$ cat config.mk
export PLATFORM = sky130hd
export DESIGN_NAME = flash_arbiter
export DESIGN_NICKNAME = d
export VERILOG_FILES = /design/src/rtl/flash_arbiter.sv
export SDC_FILE = /design/constraint.sdc
export NUM_CORES = 1
export LEC_CHECK = 0
export BUFFER_PORTS_ARGS = -buffer_cell sky130_fd_sc_hd__buf_2
export CORE_MARGIN = 2
export CORE_UTILIZATION = 50
export DETAILED_ROUTE_END_ITERATION = 10
export GPL_TIMING_DRIVEN = 0
export PLACE_DENSITY = 0.81
export SLEW_MARGIN = 5
export SYNTH_ARGS = -nofsm -noshare
export SYNTH_HDL_FRONTEND = slang
export SYNTH_SLANG_ARGS = --single-unit
$ cat constraint.sdc
create_clock -name clk -period 4 [get_ports clk]
set_clock_uncertainty 0.2 [all_clocks]
set_input_delay 0.8 -clock clk [delete_from_list [all_inputs] [get_ports clk]]
set_output_delay 0.8 -clock clk [all_outputs]
set_load 0.02 [all_outputs]
$ cat src/rtl/flash_arbiter.sv
// Round-robin arbiter sharing the flash controller word-read port between two masters.
// One transaction in flight; sequences read_op/bus_stall and aborts hung reads on timeout.
module flash_arbiter #(
    parameter int unsigned ADDR_W         = 23,
    parameter int unsigned DATA_W         = 32,
    parameter int unsigned TIMEOUT_CYCLES = 64
) (
    input  logic              clk,
    input  logic              rst,
    input  logic              m0_req,
    input  logic [ADDR_W-1:0] m0_addr,
    output logic [DATA_W-1:0] m0_rdata,
    output logic              m0_ack,
    input  logic              m1_req,
    input  logic [ADDR_W-1:0] m1_addr,
    output logic [DATA_W-1:0] m1_rdata,
    output logic              m1_ack,
    output logic [ADDR_W-1:0] fc_addr,
    output logic              fc_read,
    input  logic [DATA_W-1:0] fc_rdata,
    input  logic              fc_stall,
    output logic              err_timeout
);

    localparam int unsigned CntW = $clog2(TIMEOUT_CYCLES);
    localparam logic [CntW-1:0] TmoLast = CntW'(TIMEOUT_CYCLES - 1);

    typedef enum logic [2:0] {
        StIdle,
        StIssue,
        StWaitBusy,
        StWaitDone,
        StResp
    } state_t;

    state_t          state;
    logic            grant_id;   // 0 = m0, 1 = m1
    logic            last_grant;
    logic [CntW-1:0] tmo_cnt;
    logic            pick_m1;
    logic            tmo_hit;

    // Round-robin choice: a lone requester wins, a tie goes to the port not served last.
    assign pick_m1 = m1_req && (!m0_req || !last_grant);
    assign tmo_hit = (tmo_cnt == TmoLast);

    // Transaction sequencer; every output is a register of this block.
    always_ff @(posedge clk or posedge rst) begin
        if (rst) begin
            state       <= StIdle;
            grant_id    <= 1'b0;
            last_grant  <= 1'b1;
            tmo_cnt     <= '0;
            fc_addr     <= '0;
            fc_read     <= 1'b0;
            m0_rdata    <= '0;
            m0_ack      <= 1'b0;
            m1_rdata    <= '0;
            m1_ack      <= 1'b0;
            err_timeout <= 1'b0;
        end else begin
            case (state)
                StIdle: begin
                    // Never start while the controller is still busy with anything.
                    if (!fc_stall && (m0_req || m1_req)) begin
                        grant_id   <= pick_m1;
                        last_grant <= pick_m1;
                        fc_addr    <= pick_m1 ? m1_addr : m0_addr;
                        fc_read    <= 1'b1;
                        state      <= StIssue;
                    end
                end

                StIssue: begin
                    fc_read <= 1'b0;
                    tmo_cnt <= '0;
                    state   <= StWaitBusy;
                end

                StWaitBusy, StWaitDone: begin
                    if (tmo_hit) begin
                        // Hung controller: complete the granted master with zero data.
                        if (grant_id) begin
                            m1_rdata <= '0;
                            m1_ack   <= 1'b1;
                        end else begin
                            m0_rdata <= '0;
                            m0_ack   <= 1'b1;
                        end
                        err_timeout <= 1'b1;
                        state       <= StResp;
                    end else begin
                        tmo_cnt <= tmo_cnt + CntW'(1);
                        if (state == StWaitBusy) begin
                            if (fc_stall) begin
                                state <= StWaitDone;
                            end
                        end else if (!fc_stall) begin
                            if (grant_id) begin
                                m1_rdata <= fc_rdata;
                                m1_ack   <= 1'b1;
                            end else begin
                                m0_rdata <= fc_rdata;
                                m0_ack   <= 1'b1;
                            end
                            state <= StResp;
                        end
                    end
                end

                StResp: begin
                    // Requests are ignored here so a held req is re-sampled fresh in idle.
                    m0_ack      <= 1'b0;
                    m1_ack      <= 1'b0;
                    err_timeout <= 1'b0;
                    state       <= StIdle;
                end

                default: begin
                    state <= StIdle;
                end
            endcase
        end
    end

endmodule
======== Word-level counts from Yosys, hierarchy flattened ========
Cells that the tools add are included.
Widths: inputs -> output; s select.
cells by class
  multiplexer cells ....................... 33
  $lt $le $gt $ge ......................... 0
  multipliers ............................. 0
  shifts and indexed selects .............. 0
  bitwise gates (word level) .............. 0
  reduce and logical (&&, ||, !) cells .... 21
  divide/modulo/power cells ............... 0
  $add $sub $neg .......................... 1
  equal/unequal tests ..................... 17
operators by type and width
  kind                 count
  $mux 32              10
  $mux 23              1
  $mux 3               5
  $ne 2x2->1 const B   6
  $pmux 6 s2           1
  $mux 1               10
  $reduce_and 5->1     2
  $pmux 3 s3           1
  $ne 4x4->1 const B   2
  $pmux 1 s2           4
  $reduce_and 2->1     4
  $reduce_bool 2->1    4
  $add 6x1->6 const B  1
  $eq 3x2->1 const B   2
  $eq 6x6->1 const B   1
  $mux 6               1
  $ne 3x3->1 const B   2
  $reduce_and 3->1     2
  $ne 2x1->1 const B   2
  $eq 3x1->1 const B   1
  $eq 3x3->1 const B   1
  $logic_not 1->1      3
  $logic_not 3->1      1
  $logic_and 1x1->1    2
  other kinds (2)      3
storage, ports and cells
  bits in read-only memories .............. 0
  logic and storage cells ................. 83
  bits of input ports ..................... 83
  output and inout port bits .............. 91
  bits in writable memories ............... 0
  register bits after elaboration ......... 102
  memories kept ........................... 0
  bits in latches ......................... 0

======== Logic depth before layout (Yosys ltp) ========
Gate-level depths: netlist (run 1).
  depth after elaboration ................. 5
  depth in mapped cells ................... 6
  gate-level depth less buffers ........... 4

======== Worst setup path after synthesis (run 1) ========
OpenSTA, ideal clock, no wires.
  kind .................................... input to register
  start ................................... in m1_req
  end ..................................... reg fc_addr[10]
  library setup time ...................... 125 ps
  cell stages on the path ................. 4
  required time ........................... 3675 ps
  arrival ................................. 1912 ps
  setup slack ............................. 1763 ps
  path buffers ............................ 1
  cell sequence ........................... a21boi_2 -> buf_2 -> mux2_2 -> mux2_2
between the ends
  cells in the longest elaborated chain, start to end .. 3
  elaborated cells between the ends (all ways) .. 5
  those cells by class .................... 1 x mux; 4 x reduce/logical
ends and longest elaborated chain
  element                     line  source
  start: declaration          14    input logic m1_req,
  $logic_or 1x1->1            65    if (!fc_stall && (m0_req || m1_req)) begin
  $logic_and 1x1->1           65
  $reduce_and 2->1 (no line)  -
  end signal: assignment      68    fc_addr <= pick_m1 ? m1_addr : m0_addr;
  end: declaration            18    output logic [ADDR_W-1:0] fc_addr,
Parallel ways exist; a longest one is shown, timed or not.
A chain may end at the register's enable or synchronous reset.

======== Worst setup path in the final report (run 1) ========
  start ................................... reg tmo_cnt[0]
  end ..................................... reg m1_rdata[20]
between the ends
  cells in the longest elaborated chain, start to end .. 3
  elaborated cells between the ends (all ways) .. 6
  those cells by class .................... 4 x eq/ne; 1 x mux; 1 x reduce/logical
ends and longest elaborated chain
  element                                                    line  source
  start: declaration                                         39    logic [CntW-1:0] tmo_cnt;
  start signal: assignment                                   93    tmo_cnt <= tmo_cnt + CntW'(1);
  $eq 6x6->1 (*)                                             45    assign tmo_hit = (tmo_cnt == TmoLast);
  $ne 2x2->1 (no line) / $ne 2x1->1 (equally long branches)  -
  $reduce_and 5->1 (no line)                                 -
  end signal: assignment                                     100   m1_rdata <= fc_rdata;
  end: declaration                                           16    output logic [DATA_W-1:0] m1_rdata,
Every way passes the cells marked *; elsewhere a longest branch is shown, timed or not.

==> results.md, run 1 <==
Status:
- The flow ran to the end, and the final reports show no timing, DRC or antenna violations.

Synthesis:
- The dominant combinational cell family by area after synthesis is compound AO/OA/AOI/OAI gates.
- In this run the cell area of the synthesized design comes to 0.00471 mm^2.
- The number of nets handed over by synthesis was 478.
- The number of warning messages in the yosys log is 0.
- The synthesized-area fraction occupied by adder cells is 0.00265.
- Yosys mapped the design onto 42 distinct sky130hd cell types.
- Of the synthesized area, sequential elements account for 0.542.
- The cell accounting for the most synthesized area is sky130_fd_sc_hd__dfrtp_1.
- The synthesized design contains 0 enable-type register cells.
- After synthesis, the cell types taking the most area are sky130_fd_sc_hd__dfrtp_1 (54%), sky130_fd_sc_hd__mux2_2 (11%), sky130_fd_sc_hd__o32ai_1 (11%).
- The area fraction of the dominant cell type after synthesis is 0.536.
- The primary flip-flop cell chosen by synthesis mapping is sky130_fd_sc_hd__dfrtp_1.
- The mean area per synthesized cell is 12.0 um^2.
- The area share of and/or/nand/nor cells after synthesis is 0.0534.
- Of the total synthesized cell area, the portion taken by XOR and XNOR cells is 0.
- After synthesis, the share of flip-flops with an asynchronous set or reset is 1.00.
- Counting flops and latches in the post-synthesis netlist gives 102.
- After synthesis, the most frequently instantiated cells are sky130_fd_sc_hd__dfrtp_1 (101), sky130_fd_sc_hd__inv_1 (101), sky130_fd_sc_hd__o32ai_1 (57), sky130_fd_sc_hd__mux2_2 (48), sky130_fd_sc_hd__buf_2 (14).
- The compound-gate portion of the synthesized area is 0.160.
- After synthesis, the share of cell area in mux cells is 0.119.
- The post-synthesis cell count is 394.

STA:
- The count of endpoints failing setup in the final report is 0.
- The final count of pins violating max slew is 0.
- Setup repair after global routing left no endpoint under its margin.
- At the pin with the least slew margin, the transition time is 0.639 ns.
- Setup total negative slack on the finished layout was measured at 0 ns.
- The worst slew slack as a fraction of its limit is 0.574.
- The hold violation total from the final report is 0.
- The routed design could run at a clock period as short as 2.19 ns.
- The share of the clock period used by the worst path is 0.546.
- Derived from the worst setup path, the maximum achievable clock frequency is 0.458 GHz.

Clock network:
- The clock tree from TritonCTS is done.
- The insertion delay to the later sink of the worst-skew pair is 0.36 ns.
- The total of hold buffers inserted after clock tree synthesis is 0.
- CTS placed an instance of sky130_fd_sc_hd__clkbuf_8 at the clock tree root.
- Clock-pin slew was measured on the worst setup and hold paths at 0.10 ns.
- CTS saw 102 sinks.
- The H-tree generated during clock tree synthesis spans 3 levels.
- Post-CTS repair changed the size of 0 cells.
- The count of buffers added by post-CTS timing repair for setup is 0.
- In this run, CTS created clock tree buffers numbering 9.
- In this run the deepest clock path goes through 2 buffers.

GRT:
- The initial antenna violation count is 0.
- The wire length of the first global-routing pass is 18300 um.
- The total track usage is 0.225.
- The number of global-route vias before repair came to 3789.
- Entering global routing, the biggest net connects 56 pins.
- The leftover overflow at the end of global routing is 0.

Worst setup path:
- For this run, the slowest stage of the critical path takes 0.48 ns.
- The cell family contributing the most delay on the critical path is compound AO/OA/AOI/OAI gates.
- Walking the worst path, the cells encountered are ha_1, nand3_2, o211ai_1, buf_2, o32ai_1.
- In this run the worst path has a maximum fanout of 10.
- For the worst setup path, the data arrival time is 2.22 ns.
- The category of the critical setup timing path is flop to flop.
- The number of buffer and inverter instances along the worst setup path is 1.
- The critical path required time is 4.04 ns.
- Among all stages on the critical path, the largest delay is contributed by sky130_fd_sc_hd__o211ai_1.
- The worst setup path is captured at a flop.
- The worst setup path is launched from a flop.

Routing:
- The initial DRC count is 118.
- The pre-antenna-repair detailed-routing pass consisted of 4 iterations.
- The routed length per instance is 16.1 um.
- The detailed-route via count is 3686.
- The post-route antenna net violation count is 0.
- After detailed routing, the number of remaining DRC violations is 0.
- The via density per instance is 5.30.
- After detailed routing, the total wire length is 11200 um.

Floorplan:
- The number of placed I/O pins is 174.
- The floorplan step set the die height to 101 um.
- The floorplan step defined a core boundary enclosing 0.00920 mm^2.
- For this configuration, the core starts out at a cell density of 0.513.
- The row count is 35.
- The floorplan step defined a die boundary enclosing 0.0102 mm^2.
- The die width is 101 um.

Finish:
- The fraction of final layout cells sized beyond drive strength 1 is 0.486.
- The final design utilization is 0.646.
- After filler insertion, the fill cell instance count of the layout stands at 755.
- The area growth from synthesis to layout is 26.0%.
- The number of antenna diodes in the final layout is 0.
- The number of nets in the finished design is 663.

Placed design:
- In this run the tool buffered the top-level ports with 173 buffer cells.
- At the end of routability-driven placement, the weighted congestion stood at 0.780.
- The half-perimeter wire length after detailed placement is 8310 um.

Power:
- Dividing total power by cell area gives a power density of 790 mW/mm^2.
- The analysis attributes to cell leakage a power of 3.11 nW.
- The peak ir drop on the vdd network is 0.409 mV.

Worst hold path:
- The class of the tightest hold or removal check is flop to flop.

Flow run:
- The count of max-cap constraint violations is 0.
path summary, 6_finish.rpt:
| path | from | to | slack [ns] | cells after the start |
|---|---|---|---|---|
| worst max-delay path | tmo_cnt[0]$_DFFE_PP0P_ | m1_rdata[20]$_DFFE_PP0P_ | 1.81 | 5 |
| worst min-delay path | m1_ack$_DFFE_PP0P_ | m1_ack$_DFFE_PP0P_ | 0.29 | 1 |
| worst max register to register | tmo_cnt[0]$_DFFE_PP0P_ | m1_rdata[20]$_DFFE_PP0P_ | 1.81 | 5 |
| worst min register to register | m1_ack$_DFFE_PP0P_ | m1_ack$_DFFE_PP0P_ | 0.29 | 1 |
| max in group asynchronous | rst | m0_rdata[25]$_DFFE_PP0P_ | 2.60 | 3 |
| min in group asynchronous | rst | fc_addr[12]$_DFFE_PP0P_ | 0.31 | 2 |
kinds of logic after synthesis:
family                     after synthesis
AOI/OAI and AO/OA                       85
DFF                                    102
adders and majority gates                1
and+or+nand+nor                         29
muxes                                   50
buffers and inverters                  127
registers in the layout, indices dropped and copies added (netlist names), 3 cells and up:
name and flops:
m0_rdata 32, fc_addr 23, tmo_cnt 6, m1_rdata 32, state 3
layout make-up:
| type | instances | area [um^2] | share of cell area |
|---|---|---|---|
| Timing Repair Buffer | 174 | 893 | 0.150 |
| Tap cell | 111 | 139 | 0.0234 |
| Buffer | 26 | 201 | 0.0339 |
| Inverter | 101 | 382 | 0.0643 |
| Clock inverter | 6 | 53.8 | 0.00906 |
| Clock buffer | 10 | 138 | 0.0232 |
| Multi-Input combinational cell | 165 | 1580 | 0.266 |
| Sequential cell | 102 | 2550 | 0.430 |
stage by stage:
stage / power, mW / instances / setup WS [ns] / instance area, um^2 / hold WS, ns
finish: 4.69 / 695 / 1.81 / 5940 / 0.287
floorplan: 3.35 / 394 / 0.326 / 4710 / 0.267
global placement: 4.00 / 678 / -0.777 / 5720 / 0.258
CTS: 4.73 / 695 / 1.82 / 5940 / 0.294
global route: 4.99 / 695 / 1.65 / 5940 / 0.305
detailed placement: 4.10 / 679 / 1.43 / 5750 / 0.270
layer usage:
metal  GRT usage  share of wire
met5           0              0
met4      0.0624          0.010
met3      0.0499          0.073
met2       0.376           0.48
met1       0.297           0.44
report_power, final:
group	switching (mW)	internal, mW	total [mW]
sequential	0.286	1.54	1.83
combinational	1.29	0.946	2.24
clock	0.374	0.253	0.628
total	1.95	2.74	4.69
cells in the final DEF, fill, tap and decap left out, drive strengths merged, types with 2 or more instances in the layout:
cell type,instances
a21boi,2
a21oi,6
and2,3
and3,2
and4,2
buf,200
clkbuf,10
clkinv,3
dfrtp,101
inv,103
mux2,48
mux2i,2
nand2,4
nor2,3
nor3,4
nor4,3
o211ai,3
o21ai,3
o32ai,64
No activity file was read; power rests on OpenSTA's default activity.
==> run 2: changes to the inputs <==
--- a/config.mk
+++ b/config.mk
@@ -5,12 +5,13 @@
 export SDC_FILE = /design/constraint.sdc
 export NUM_CORES = 1
 export LEC_CHECK = 0
+export ABC_AREA = 1
 export BUFFER_PORTS_ARGS = -buffer_cell sky130_fd_sc_hd__buf_2
 export CORE_MARGIN = 2
-export CORE_UTILIZATION = 50
+export CORE_UTILIZATION = 49
 export DETAILED_ROUTE_END_ITERATION = 10
 export GPL_TIMING_DRIVEN = 0
-export PLACE_DENSITY = 0.81
+export PLACE_DENSITY = 0.8
 export SLEW_MARGIN = 5
 export SYNTH_ARGS = -nofsm -noshare
 export SYNTH_HDL_FRONTEND = slang
==> constraint.sdc (replaced) <==
create_clock -name clk -period 2.25 [get_ports clk]
set_clock_uncertainty 0.2 [all_clocks]
set_input_delay 0.45 -clock clk [delete_from_list [all_inputs] [get_ports clk]]
set_output_delay 0.45 -clock clk [all_outputs]
set_load 0.02 [all_outputs]
==> run 2 against run 1 <==
Critical path type unchanged. Cell count grew 13%. Non-clock buffer count shrank 1. Synthesized cell count grew 22%. Largest cell class unchanged.
==> results.md, run 2 <==
Synthesis:
- The cell accounting for the most synthesized area is sky130_fd_sc_hd__dfrtp_1.
- The number of storage elements in the synthesis netlist is 102 (unchanged).
- The post-synthesis cell count is 482 (+22%).
- The part of the Yosys area used for sequential elements is 0.566 (+0.0242).
- The share of async-settable or async-resettable flops after synthesis was 1.00 (unchanged).
- The number of warning messages in the yosys log is 0 (unchanged).
- The most repeated cell in the gate-level netlist after synthesis is sky130_fd_sc_hd__nand2_1.
- Yosys attributes the largest share of cell area to sky130_fd_sc_hd__dfrtp_1 (56%), sky130_fd_sc_hd__nand2_1 (12%), sky130_fd_sc_hd__o21ai_2 (9.5%).
- The area fraction of the dominant cell type after synthesis came to 0.560 (+0.0239).
- The count of flip-flops with a built-in enable after synthesis is 0 (unchanged).
- The total nets after synthesis is 566 (+18%).
- The count of different cell masters after synthesis is 31 (-26%).
- The synthesized cell area is 0.00451 mm^2 (-4.3%).
- The mean area per synthesized cell was 9.36 um^2 (-22%).
- The commonest cells after synthesis are sky130_fd_sc_hd__nand2_1 (147), sky130_fd_sc_hd__dfrtp_1 (101), sky130_fd_sc_hd__o21ai_2 (49), sky130_fd_sc_hd__nor2_1 (40), sky130_fd_sc_hd__o21ai_0 (32).
- The primary flip-flop cell chosen by synthesis mapping is sky130_fd_sc_hd__dfrtp_1.

Worst hold path:
- The number of cells on the worst hold path came to 3 (+2).
- The worst hold path belongs to the class primary input to flop.

Clock network:
- The number of clock sinks seen by CTS is 102 (unchanged).
- The maximum number of buffers from clock root to sink is 2 (unchanged).
- The H-tree depth is 3 (unchanged).
- The insertion delay to the later sink of the worst-skew pair is 0.36 ns (about the same).
- The clock tree root driver cell is sky130_fd_sc_hd__clkbuf_8.
- TritonCTS built the clock tree.
- The total clock buffers created by CTS is 9 (unchanged).
- The clock-pin slew on the worst setup and hold paths is 0.10 ns (about the same).

Placed design:
- The half-perimeter wire length after detailed placement was 8390 um (+0.97%).
- The post-placement cell count is 768 (+13%).
- The number of I/O port buffers is 173 (unchanged).
- The routability congestion estimate is 0.810 (+3.9%).

Worst setup path:
- The largest stage delay on the critical path came to 0.42 ns (-0.06 ns).
- The highest fanout seen on the critical path is 10 (unchanged).
- The number of buffer and inverter instances along the worst setup path is 2 (+1).
- The data arrival time at the worst-slack endpoint is 2.12 ns (-0.10 ns).
- The path length in cells of the critical path came to 7 (+2).
- Among cell families on the critical path, the largest total delay comes from buffers and inverters.
- STA classifies the critical path startpoint as a flop.
- The category of the critical setup timing path is flop to flop.
- The critical path required time is 2.33 ns (-1.71 ns).
- By instance count, the cell type seen most on the critical path is sky130_fd_sc_hd__nand2_1.
- Walking the worst path, the cells encountered are ha_1, nand2_1, inv_1, nand2_2, buf_1, nand2_1, o21ai_2.
- The critical path's slowest cell is sky130_fd_sc_hd__dfrtp_1.
- The endpoint class of the critical path is a flop.
- The worst-case reg-to-reg path depth was 7 (+2).

Finish:
- The fraction of final layout cells sized beyond drive strength 1 is 0.401 (-0.0857).
- The number of nets in the finished design is 753 (+14%).
- The filler-free cell count of the finished design is 785 (+13%).
- The count of fill cells added during filler insertion was 776 (+2.8%).
- The largest registers in the layout are m0_rdata: 32 flops, m1_rdata: 32 flops, fc_addr: 23 flops.
- The antenna diode count came to 0 (unchanged).
- The synthesis-to-finish area growth is 28.4%.
- Leaving out fill and tap cells, the most frequent cells in the layout are sky130_fd_sc_hd__buf_2 (178), sky130_fd_sc_hd__nand2_1 (147), sky130_fd_sc_hd__dfrtp_1 (101), sky130_fd_sc_hd__o21ai_2 (49), sky130_fd_sc_hd__nor2_1 (40).
- The leading cell type in the layout, fill and taps excluded is sky130_fd_sc_hd__buf_2.

STA:
- The actual transition at the worst max-transition pin came to 0.633 ns (-0.00552 ns).
- The total negative setup slack is 0 ns (unchanged).
- Setup repair after global routing left no endpoint under its margin.
- The final count of pins violating max slew is 0 (unchanged).
- The worst slew slack as a fraction of its limit was 0.577 (+0.00279).
- The minimum period implied by the final worst setup slack was 2.04 ns (-0.146 ns).
- The hold slack is 0.137 ns (-0.150 ns).
- The count of endpoints failing setup in the final report was 0 (unchanged).
- The top achievable clock speed is 0.490 GHz (+7.2%).
- The share of the clock period used by the worst path is 0.906 (+0.360).
- The hold violation total from the final report is 0 (unchanged).

GRT:
- The number of global-route vias before repair came to 3855 (+1.7%).
- The wire length of the first global-routing pass is 17900 um (-2.2%).
- The initial antenna violation count is 0 (unchanged).
- The leftover overflow at the end of global routing is 0 (unchanged).
- The pin count of the biggest net entering global routing was 40 (-29%).
- The total track usage is 0.227 (+0.00131).

Routing:
- The initial DRC count is 152 (+29%).
- The detailed-route via count is 3976 (+7.9%).
- The remaining design rule violation count is 0 (unchanged).
- The routed length per instance came to 14.1 um (-12%).
- The via density per instance is 5.06 (-4.5%).
- The post-route antenna net violation count came to 0 (unchanged).
- The number of detailed-route iterations in the first pass was 4 (unchanged).
- The total detailed-routing wirelength is 11100 um (-1.0%).

Floorplan:
- The overall die area came to 0.00999 mm^2 (-2.2%).
- The die boundary height was 100 um (-1.1%).
- The initial standard-cell utilization of the core is 0.498 (-0.0148).
- The area of the placeable core is 0.00906 mm^2 (-1.4%).
- The row count came to 35 (unchanged).
- The number of placed I/O pins is 174 (unchanged).
- The die width is 100 um (-1.1%).

Power:
- The power density relative to cell area came to 1390 mW/mm^2 (+76%).
- The leakage power total was 3.15 nW (+1.6%).
- The peak ir drop on the vdd network is 0.647 mV (+58%).

Flow run:
- The count of max-cap constraint violations came to 0 (unchanged).

Status:
- The run finished with clean final reports.
run 2: cell types whose count changed after synthesis, moves of 4 or more:
cell                       previous run  this run
sky130_fd_sc_hd__mux2_2              48         0
sky130_fd_sc_hd__clkbuf_1             0         4
sky130_fd_sc_hd__nand3_1              0        22
sky130_fd_sc_hd__inv_1              101        20
sky130_fd_sc_hd__o21ai_0              3        32
sky130_fd_sc_hd__nand2_1              3       147
sky130_fd_sc_hd__o21ai_2              0        49
sky130_fd_sc_hd__a21oi_1              6         1
sky130_fd_sc_hd__o21ai_1              0        26
sky130_fd_sc_hd__o32ai_2              7         0
sky130_fd_sc_hd__nor2_1               2        40
sky130_fd_sc_hd__o32ai_1             57         0
sky130_fd_sc_hd__buf_2               14         5
run 2: metal layers:
metal | track usage | vias to the layer above | routed length, um
li1 | - | 1940 | -
met2 | 0.378 | 179 | 5280
met1 | 0.300 | 1848 | 4880
met5 | 0 | - | 0
met3 | 0.0446 | 9 | 827
met4 | 0.0748 | 0 | 106
run 2: layout make-up:
cell class                      instances  area (um^2)  share of cell area
Timing Repair Buffer                  176          916               0.158
Clock inverter                          5         82.6              0.0143
Sequential cell                       102         2550               0.441
Multi-Input combinational cell        335         1700               0.293
Tap cell                              111          139              0.0240
Buffer                                 23          175              0.0302
Inverter                               22         86.3              0.0149
Clock buffer                           11          141              0.0244
run 2: metrics by stage:
step,cell area (um^2),power [mW],worst slack (ns),utilization
after global placement,5520,6.68,-0.236,0.609
after global routing,5790,8.59,0.0565,0.639
final,5790,8.05,0.211,0.639
after detailed placement,5560,6.80,0.252,0.613
after floorplan,4520,5.55,0.383,-
after CTS,5790,8.10,0.225,0.639
run 2: power breakdown:
group          switching (mW)  leakage [nW]  internal (mW)
registers               0.456          1.28           2.64
clock network           0.635         0.113          0.661
logic                    2.37          1.76           1.29
total                    3.46          3.15           4.59
run 2: worst reg2reg max path, stage by stage, from the launching register on:
cell	delay, ns
sky130_fd_sc_hd__dfrtp_1	0.42
sky130_fd_sc_hd__ha_1	0.22
sky130_fd_sc_hd__nand2_1	0.11
sky130_fd_sc_hd__inv_1	0.07
sky130_fd_sc_hd__nand2_2	0.18
sky130_fd_sc_hd__buf_1	0.40
sky130_fd_sc_hd__nand2_1	0.19
sky130_fd_sc_hd__o21ai_2	0.18
run 2: kinds of logic (layout without fill, tap and decap cells):
family,after synthesis,after routing,share of synthesized area
AOI/OAI and AO/OA,114,114,0.174
buffers and inverters,45,237,0.0571
and+or+nand+nor,219,219,0.198
xor gates and xnor gates,1,1,0.00194
DFF,102,102,0.566
adders and majority gates,1,1,0.00277
run 2: path summary, 6_finish.rpt:
path                                              start                       end  slack (ns)
worst max-delay path             tmo_cnt[0]$_DFFE_PP0P_   m1_rdata[8]$_DFFE_PP0P_        0.21
worst min-delay path                         m1_addr[5]    fc_addr[5]$_DFFE_PP0P_        0.14
worst max register to register   tmo_cnt[0]$_DFFE_PP0P_   m1_rdata[8]$_DFFE_PP0P_        0.21
worst min register to register  m1_rdata[1]$_DFFE_PP0P_   m1_rdata[1]$_DFFE_PP0P_        0.27
max in group asynchronous                           rst   m1_rdata[8]$_DFFE_PP0P_        0.48
min in group asynchronous                           rst  m1_rdata[27]$_DFFE_PP0P_        0.51
run 2: timing repair:
action,4_1_cts,5_1_grt
hold buffers,1,0
endpoints found under the setup margin,0,0
setup buffers,0,0
hold endpoints to repair,25,0
gates resized for setup,0,0
